## src/rtl/player_input_pkg.sv

```systemverilog
// Shared key codes, bullet FSM encoding and clamp/colour helpers for player_input_ctrl.
package player_input_pkg;

    localparam logic [7:0] KEY_W     = 8'h77;
    localparam logic [7:0] KEY_A     = 8'h61;
    localparam logic [7:0] KEY_S     = 8'h73;
    localparam logic [7:0] KEY_D     = 8'h64;
    localparam logic [7:0] KEY_SPACE = 8'h20;
    localparam logic [7:0] KEY_C     = 8'h63;
    localparam logic [7:0] KEY_R     = 8'h72;

    localparam logic [15:0] BULLET_NONE = 16'hFFFF;

    typedef enum logic [1:0] {
        IDLE = 2'd0,
        FLY  = 2'd1
    } bullet_fsm_t;

    // Signed 10-bit intermediate so a step past either bound clamps instead of wrapping.
    function automatic logic [7:0] step_axis(input logic [7:0]        v,
                                             input logic signed [1:0] dir,
                                             input logic [7:0]        step,
                                             input logic [7:0]        lo,
                                             input logic [7:0]        hi);
        logic signed [9:0] s;
        s = $signed({2'b00, v});
        if (dir == 2'sd1)
            s = s + $signed({2'b00, step});
        else if (dir == -2'sd1)
            s = s - $signed({2'b00, step});
        if (s < $signed({2'b00, lo}))
            return lo;
        if (s > $signed({2'b00, hi}))
            return hi;
        return s[7:0];
    endfunction

    function automatic logic [2:0] next_color(input logic [2:0] c);
        return (c == 3'd7) ? 3'd1 : c + 3'd1;
    endfunction

endpackage

```

## src/rtl/player_input_ctrl_key_decoder.sv

```systemverilog
// Combinational ASCII key decode; letters are matched case-insensitively.
module key_decoder
    import player_input_pkg::*;
(
    input  logic [7:0]        rx_data,
    output logic signed [1:0] dx,
    output logic signed [1:0] dy,
    output logic              fire,
    output logic              color,
    output logic              rst,
    output logic              recognised
);

    logic [7:0] lc;

    always_comb begin
        lc = rx_data;
        if (rx_data >= 8'h41 && rx_data <= 8'h5A)
            lc = rx_data | 8'h20;

        dx         = 2'sd0;
        dy         = 2'sd0;
        fire       = 1'b0;
        color      = 1'b0;
        rst        = 1'b0;
        recognised = 1'b1;
        case (lc)
            KEY_W:     dy    = -2'sd1;
            KEY_S:     dy    = 2'sd1;
            KEY_A:     dx    = -2'sd1;
            KEY_D:     dx    = 2'sd1;
            KEY_SPACE: fire  = 1'b1;
            KEY_C:     color = 1'b1;
            KEY_R:     rst   = 1'b1;
            default:   recognised = 1'b0;
        endcase
    end

endmodule

```

## src/rtl/player_input_ctrl.sv

```systemverilog
// Latches decoded keys between frames and applies them on frame_tick; owns player, bullet FSM, shots, colour.
// Optional key echo to a UART transmitter is enabled by defining PLAYER_INPUT_ECHO_EN.
module player_input_ctrl
    import player_input_pkg::*;
#(
    parameter logic [7:0] X_MIN       = 8'd0,
    parameter logic [7:0] X_MAX       = 8'd159,
    parameter logic [7:0] Y_MIN       = 8'd0,
    parameter logic [7:0] Y_MAX       = 8'd119,
    parameter logic [7:0] X_INIT      = 8'd80,
    parameter logic [7:0] Y_INIT      = 8'd100,
    parameter logic [7:0] STEP        = 8'd4,
    parameter logic [7:0] BULLET_STEP = 8'd6
) (
    input  logic        clk,
    input  logic        reset,
    input  logic [7:0]  rx_data,
    input  logic        rx_valid,
    input  logic        frame_tick,
    output logic [15:0] playerPos,
    output logic [15:0] bulletPos,
    output logic [2:0]  bulletColor,
    output logic [31:0] state
`ifdef PLAYER_INPUT_ECHO_EN
    ,
    output logic [7:0]  tx_data,
    output logic        tx_start,
    input  logic        tx_busy
`endif
);

    logic signed [1:0] key_dx, key_dy;
    logic              key_fire, key_color, key_rst, key_ok;

    key_decoder u_key_decoder (
        .rx_data    (rx_data),
        .dx         (key_dx),
        .dy         (key_dy),
        .fire       (key_fire),
        .color      (key_color),
        .rst        (key_rst),
        .recognised (key_ok)
    );

    logic signed [1:0] pend_dx, pend_dy;
    logic              pend_fire, pend_color, pend_reset;
    logic [7:0]        player_x, player_y;
    logic [15:0]       bullet_pos;
    logic [15:0]       shots;
    logic [2:0]        color;
    bullet_fsm_t       fsm;
    logic              accept;

    assign accept      = rx_valid && key_ok;
    assign playerPos   = {player_x, player_y};
    assign bulletPos   = bullet_pos;
    assign bulletColor = color;
    assign state       = {shots, 14'b0, fsm};

    always_ff @(posedge clk) begin
        if (!reset) begin
            player_x   <= X_INIT;
            player_y   <= Y_INIT;
            bullet_pos <= BULLET_NONE;
            shots      <= 16'd0;
            color      <= 3'd1;
            fsm        <= IDLE;
            pend_dx    <= 2'sd0;
            pend_dy    <= 2'sd0;
            pend_fire  <= 1'b0;
            pend_color <= 1'b0;
            pend_reset <= 1'b0;
        end else begin
            if (frame_tick) begin
                if (pend_reset) begin
                    player_x   <= X_INIT;
                    player_y   <= Y_INIT;
                    bullet_pos <= BULLET_NONE;
                    fsm        <= IDLE;
                end else begin
                    player_x <= step_axis(player_x, pend_dx, STEP, X_MIN, X_MAX);
                    player_y <= step_axis(player_y, pend_dy, STEP, Y_MIN, Y_MAX);
                    case (fsm)
                        IDLE: begin
                            // Bullet launches from where the player stood before this tick's move.
                            if (pend_fire) begin
                                bullet_pos <= {player_x, player_y};
                                fsm        <= FLY;
                                if (shots != 16'hFFFF)
                                    shots <= shots + 16'd1;
                            end
                        end
                        FLY: begin
                            if ({1'b0, bullet_pos[7:0]} < ({1'b0, Y_MIN} + {1'b0, BULLET_STEP})) begin
                                bullet_pos <= BULLET_NONE;
                                fsm        <= IDLE;
                            end else begin
                                bullet_pos[7:0] <= bullet_pos[7:0] - BULLET_STEP;
                            end
                        end
                        default: begin
                            bullet_pos <= BULLET_NONE;
                            fsm        <= IDLE;
                        end
                    endcase
                end
                if (pend_color)
                    color <= next_color(color);
                pend_dx    <= 2'sd0;
                pend_dy    <= 2'sd0;
                pend_fire  <= 1'b0;
                pend_color <= 1'b0;
                pend_reset <= 1'b0;
            end
            // A byte coinciding with the tick lands after the clear, so it belongs to the next frame.
            if (accept) begin
                if (key_dx != 2'sd0) pend_dx <= key_dx;
                if (key_dy != 2'sd0) pend_dy <= key_dy;
                if (key_fire)  pend_fire  <= 1'b1;
                if (key_color) pend_color <= 1'b1;
                if (key_rst)   pend_reset <= 1'b1;
            end
        end
    end

`ifdef PLAYER_INPUT_ECHO_EN
    logic [7:0] echo_buf;
    logic       echo_full;
    logic [7:0] echo_cand;
    logic       echo_has;

    assign echo_cand = accept ? rx_data : echo_buf;
    assign echo_has  = accept || echo_full;

    always_ff @(posedge clk) begin
        if (!reset) begin
            tx_data   <= 8'd0;
            tx_start  <= 1'b0;
            echo_buf  <= 8'd0;
            echo_full <= 1'b0;
        end else begin
            tx_start <= 1'b0;
            if (echo_has && !tx_busy) begin
                tx_start  <= 1'b1;
                tx_data   <= echo_cand;
                echo_full <= 1'b0;
            end else if (echo_has) begin
                echo_buf  <= echo_cand;
                echo_full <= 1'b1;
            end
        end
    end
`endif

endmodule
```

## config.mk

```make
export PLATFORM = sky130hd
export DESIGN_NAME = player_input_ctrl
export DESIGN_NICKNAME = d
export VERILOG_FILES = /design/src/rtl/player_input_pkg.sv /design/src/rtl/player_input_ctrl_key_decoder.sv /design/src/rtl/player_input_ctrl.sv
export SDC_FILE = /design/constraint.sdc
export NUM_CORES = 1
export LEC_CHECK = 0
export CORE_MARGIN = 1.5
export CORE_UTILIZATION = 40
export CTS_CLUSTER_SIZE = 25
export DETAILED_ROUTE_END_ITERATION = 6
export PLACE_DENSITY = 0.71
export RECOVER_POWER = 50
export SKIP_CTS_REPAIR_TIMING = 1
export SLEW_MARGIN = 10
export SYNTH_ARGS = -nofsm -noshare
export SYNTH_HDL_FRONTEND = slang
export SYNTH_SLANG_ARGS = --single-unit
```

## constraint.sdc

```tcl
create_clock -name clk -period 3 [get_ports clk]
set_input_delay 0.6 -clock clk [delete_from_list [all_inputs] [get_ports clk]]
set_output_delay 0.6 -clock clk [all_outputs]
set_load 0.005 [all_outputs]
```

Word-level counts from Yosys, hierarchy flattened
Index checks and enable logic that the tools add are counted.
- flip-flop bits (word level): 60
- input port bits: 12
- output and inout port bits: 67
- reduce and logical (&&, ||, !) cells: 10
- $add $sub $neg: 7
- mux-type cells: 70
- bitwise logic cells: 1
- eq/ne operators: 16
- order comparisons: 7
- operator list (kind ; count):
    $mux W10 ; 10
    $mux W8 ; 12
    $eq A8 B7 Y1 const B ; 6
    $mux W16 ; 2
    $pmux W16 S2 ; 1
    $mux W1 ; 31
    $lt A10 B1 Y1 const B ; 2
    $add A8 B3 Y9 const B ; 2
    $mux W2 ; 9
    $sub A8 B3 Y9 const B ; 2
    $add A16 B1 Y16 const B ; 1
    $ne A16 B16 Y1 const B ; 1
    $pmux W2 S2 ; 3
    $gt A10 B8 Y1 const B ; 1
    $gt A10 B9 Y1 const B ; 1
    $eq A8 B6 Y1 const B ; 1
    $ge A8 B7 Y1 const B ; 1
    $le A8 B7 Y1 const B ; 1
    $lt A8 B3 Y1 const B ; 1
    $sub A8 B3 Y8 const B ; 1
    $reduce_or A7 Y1 ; 1
    $eq A2 B1 Y1 const B ; 3
    $mux W6 ; 1
    $ne A3 B3 Y1 const B ; 2
    11 further kinds ; 15

Longest topological paths before layout
- depth after elaboration: 18
- gate-level depth with buffers: 8
- mapped depth without buffers: 8

Cells and area by module
From an unflattened synthesis, not the netlist that was laid out.
- cells, all modules: 413
- area total of the unflattened synthesis: 3395.8 um2
- by module, submodules not included (module ; instances ; seq. area each (um2) ; cells an instance ; area each (um2)):
    player_input_ctrl ; 1 ; 1121.1 ; 388 ; 3206.8
    key_decoder ; 1 ; 0.0 ; 25 ; 188.9

Least setup slack after synthesis
Ideal clock, no wire load.
- path type: register to register
- start point: reg player_y[2]
- end point: reg player_y[3]
- data arrival time: 2163 ps
- data required time: 2883 ps
- slack: 719 ps
- cell stages (with the launch flop): 9
- cell sequence: dfxtp_1 inv_1 ha_1 or3b_2 a311oi_1 a31oi_1 nor3_1 nor2_1 a32o_1
- longest elaborated chain between the ends: 15
- elaborated cells on any way between the ends: 22
- those cells by class: add/sub (2); order compare (2); mux (18)
- ends and longest elaborated chain (element ; line ; source):
    start: declaration ; player_input_ctrl.sv:47 ; logic [7:0] player_x, player_y;
    start signal: assignment ; player_input_ctrl.sv:82 ; player_y <= step_axis(player_y, pend_dy, STEP, Y_MIN, Y_MAX);
    $sub A8 B3 Y9 ; player_input_pkg.sv:30 ; s = s - $signed({2'b00, step});
    $mux W10 ; player_input_pkg.sv:29 ; else if (dir == -2'sd1)
    $mux W10 * ; player_input_pkg.sv:27 ; if (dir == 2'sd1)
    $mux W10 * ; player_input_ctrl.sv:75 ; if (pend_reset) begin
    $mux W10 * ; player_input_ctrl.sv:74 ; if (frame_tick) begin
    $mux W10 * ; player_input_ctrl.sv:61 ; if (!reset) begin
    $gt A10 B8 Y1 ; player_input_pkg.sv:33 ; if (s > $signed({2'b00, hi}))
    $mux W1 (2 in a row) ; player_input_pkg.sv:33 ;
    $mux W1 ; player_input_ctrl.sv:75 ;
    $mux W1 ; player_input_ctrl.sv:74 ;
    $mux W1 ; player_input_ctrl.sv:61 ;
    $mux W8 ; player_input_pkg.sv:35 ; return s[7:0];
    $mux W8 * ; player_input_pkg.sv:33 ;
    $mux W8 * ; player_input_ctrl.sv:75 ;
Every way passes the cells marked *; elsewhere a longest branch is shown, timed or not. The select of a mux whose other input is x is not followed.
A chain may end at the register's enable or synchronous reset.

Worst setup path in the final report
- start point: in frame_tick
- end point: reg bullet_pos[3], in the netlist bulletPos[3]
- longest elaborated chain between the ends: 1
- ends and longest elaborated chain (element ; line ; source):
    start: declaration ; player_input_ctrl.sv:19 ; input logic frame_tick,
    $reduce_and A2 Y1 (no source line) ; n/a ;
    end signal: assignment ; player_input_ctrl.sv:87 ; bullet_pos <= {player_x, player_y};
    end signal: assignment ; player_input_ctrl.sv:98 ; bullet_pos[7:0] <= bullet_pos[7:0] - BULLET_STEP;
    end: declaration ; player_input_ctrl.sv:48 ; logic [15:0] bullet_pos;
No other way between the ends.

==> reports/metrics.yaml <==
floorplan:
  start_util_pct: 41.9
  die_h_um: 93.7
  num_rows: 32
  die_x_um: 93.7
  ios: 79
  core-area_mm2: 0.00785
  dieArea_mm2: 0.00878
final_layout:
  area.sequential_mm2: 0.00112
  final_common_cell: "dfxtp_1"
  final_cell_mix: "56 x dfxtp_1, 41 x dlygate4sd3_1, 34 x nand2_1, 28 x o21ai_0, 26 x nor2_1"
  fin_cells: 552
  drive_gt1_share_pct: 5.56
  fin_nets: 469
  postLayoutCoreUtil_pct: 50.8
  synthToLayoutAreaGrowth_pct: 21.1
  multiInputGateArea_mm2: 0.00193
  fill_cells: 781
  num_antenna_cells: 0
critical_path:
  end_kind: "register"
  path_max_fanout: 26
  cp_top_family: "buffers and inverters"
  path_cells: "clkdlybuf4s50_1 > clkbuf_1 > o21ai_0 > a21o_1 > a221o_1"
  slowest_stage: "clkbuf_1"
  cp.required_ns: 3.21
  critPathBufInv: 2
  slowest_delay_ns: 0.69
  arrival_ns: 2.89
  start_kind: "input pin"
  path_class: "input pin to register"
place:
  portBuffers: 63
  gp_congestion: 0.890
  dp_cells: 544
  hpwl_um: 5820
drt:
  routedWlPerCell_um: 14.3
  drt_iter0_markers: 127
  drc: 0
  routed_wl_um: 7890
  highest-signal-layer: "met4"
  met3WireLength_um: 360
  vias: 2996
  firstDrtPassIters: 4
  met2_length_um: 3740
  vias_per_cell: 5.43
  met1_length_um: 3710
  ant_nets: 0
timing:
  finalHoldViolCount: 0
  min_period_ns: 2.67
  min_period_over_period_pct: 89.2
  worst_pin_slew_ns: 0.951
  max_freq_ghz: 0.374
  setup_violations: 0
  finalMaxSlewViolations: 0
  skew_ns: 0.0122
  maxSlewHeadroom_pct: 36.6
  fin_tns_setup_ns: 0
  rsz0062_at_grt: "false"
yosys:
  yosysTopAreaCell: "dfxtp_1"
  synthMuxAreaShare_pct: 0.646
  synth_cell_type_count: 71
  synth_edf_count: 0
  netlist_area_mm2: 0.00329
  synthTopCellsByArea: "dfxtp_1 34%, o21ai_0 4.3%, buf_4 4.1%, nand2_1 3.9%, ha_1 3.0%"
  synth.avg_cell_area_um2: 8.23
  yosys_warnings: 0
  synth_xor_xnor_area_share_pct: 5.85
  netlist.area_leader.share_pct: 34.1
  synth_seq_cells: 56
  synth-seq-area-share_pct: 34.1
  synthFlopType: "dfxtp_1"
  synth_top_family_by_area: "simple AND/OR/NAND/NOR gates"
  async_flop_share_pct: 0
  yosys.area_share.simple_pct: 27.2
  syn_inst: 400
  synth_fa_ha_area_share_pct: 3.04
  synth-compound-area-share_pct: 20.3
clock_tree:
  cts_max_level: 2
  insertion_delay_ns: 0.31
  cts_tree: "yes"
  clock-root-buffer: "clkbuf_8"
  clk_path_buf_depth: 2
  path_clk_slew_ns: 0.10
  cts.sinks: 56
  cts_buffers: 5
power_and_ir_drop:
  net-switching-power_mw: 0.279
  intPower_mw: 0.959
  p_comb_share_pct: 5.4
  seq_power_share_pct: 60.2
  ir_drop_mv: 0.177
  sw_frac_of_total_pct: 22.5
  power.density_mw_per_mm2: 311
  pwr-share-clk_pct: 34.4
  leakage_nw: 1.49
min_path:
  hp-class: "register to register"
global_routing:
  overflow: 0
  grt_max_degree: 27
  antenna_found_initial: 0
  grtUsageTotal_pct: 18.9
  grt_pass1_vias: 2816
  grt_pass1_wl_um: 13400
flow_run:
  max-cap-violations: 0
run_status:
  status: "completed"
==> per-stage QoR <==
| stage | cell area [um^2] | worst slack, ns | hold WS (ns) | power [mW] |
|---|---|---|---|---|
| 3_3_place_gp | 3900 | 0.582 | 0.457 | 0.829 |
| 5_1_grt | 3990 | 0.154 | 0.513 | 1.29 |
| 2_1_floorplan | 3340 | 0.719 | 0.467 | 0.818 |
| 4_1_cts | 3990 | 0.486 | 0.490 | 1.25 |
| 6_report | 3990 | 0.325 | 0.483 | 1.24 |
| 3_5_place_dp | 3900 | 0.512 | 0.460 | 0.831 |
==> logic make-up (layout without fill, tap and decap cells) <==
logic type,count (synthesis),after routing
XOR/XNOR,22,22
multiplexers,2,2
buffers and inverters,53,89
AO/OA/AOI/OAI,99,99
AND/OR/NAND/NOR,159,159
other,1,15
flip-flops,56,56
adder cells (fa/ha/maj),8,8
==> tightest hold or removal path, stage by stage, from the launching register on <==
cell and delay, ns:
dfxtp_1 0.34, o22ai_1 0.06, nand2_1 0.06
==> registers in the layout, indices dropped and copies added, names as in the netlist <==
| register | flops |
|---|---|
| bulletColor | 3 |
| bulletPos | 15 |
| fsm | 1 |
| pend_color | 1 |
| pend_dx | 2 |
| pend_dy | 2 |
| pend_fire | 1 |
| pend_reset | 1 |
| player_x | 7 |
| player_y | 7 |
| shots | 16 |
==> synthesized netlist by cell type, drive strengths merged, types with 2 or more instances <==
library cell,n
o21a,3
a21oi,14
o21ai,28
nand3b,2
o211ai,3
nor3b,4
o22a,2
o211a,2
or3,3
clkbuf,19
and3,2
a21o,3
nand4,7
xor2,11
nand4bb,2
o31a,3
nand4b,2
or4b,3
nor2b,8
or4,2
nor3,10
inv,13
or3b,3
o22ai,10
and4,3
and4b,2
ha,8
a21boi,5
a31oi,7
nor2,26
nand2b,9
or2,2
o31ai,2
buf,20
a221o,2
and2,14
nor4,2
nand2,34
nand3,15
xnor2,11
dfxtp,56
==> path summary, 6_finish.rpt <==
| kind | from | end | slack [ns] | cells past startpoint |
|---|---|---|---|---|
| max reg2reg | player_y[2]$_SDFFE_PN1P_ | player_y[3]$_SDFFE_PN0P_ | 0.49 | 8 |
| min reg2reg | bulletPos[10]$_SDFFE_PN1P_ | bulletPos[10]$_SDFFE_PN1P_ | 0.48 | 2 |
| min | bulletPos[10]$_SDFFE_PN1P_ | bulletPos[10]$_SDFFE_PN1P_ | 0.48 | 2 |
| max | frame_tick | bulletPos[3]$_SDFFE_PN1P_ | 0.33 | 5 |
==> routing by layer <==
metal / vias to the layer above / global-route usage [%]
met2: 82 / 31.5
li1: 1496 / -
met4: 0 / 4.73
met1: 1410 / 25.3
met3: 8 / 3.16
met5: - / 0
==> layout make-up <==
class / instances / share of cell area (%)
multi-input combinational: 305 / 48.5
sequential: 56 / 28.1
timing repair buffer: 68 / 16.6
tap: 102 / 3.20
clock buffer: 7 / 2.17
inverter: 13 / 1.22
clock inverter: 1 / 0.188
==> power by group through the flow <==
stage	logic [mW]	registers [mW]	clock network, mW
2_1_floorplan	0.0557	0.762	0
3_3_place_gp	0.0663	0.763	0
3_5_place_dp	0.0679	0.763	0
4_1_cts	0.0682	0.745	0.439
5_1_grt	0.0745	0.746	0.474
6_report	0.0670	0.745	0.426
Note: power is estimated with default switching activity, not from simulation.
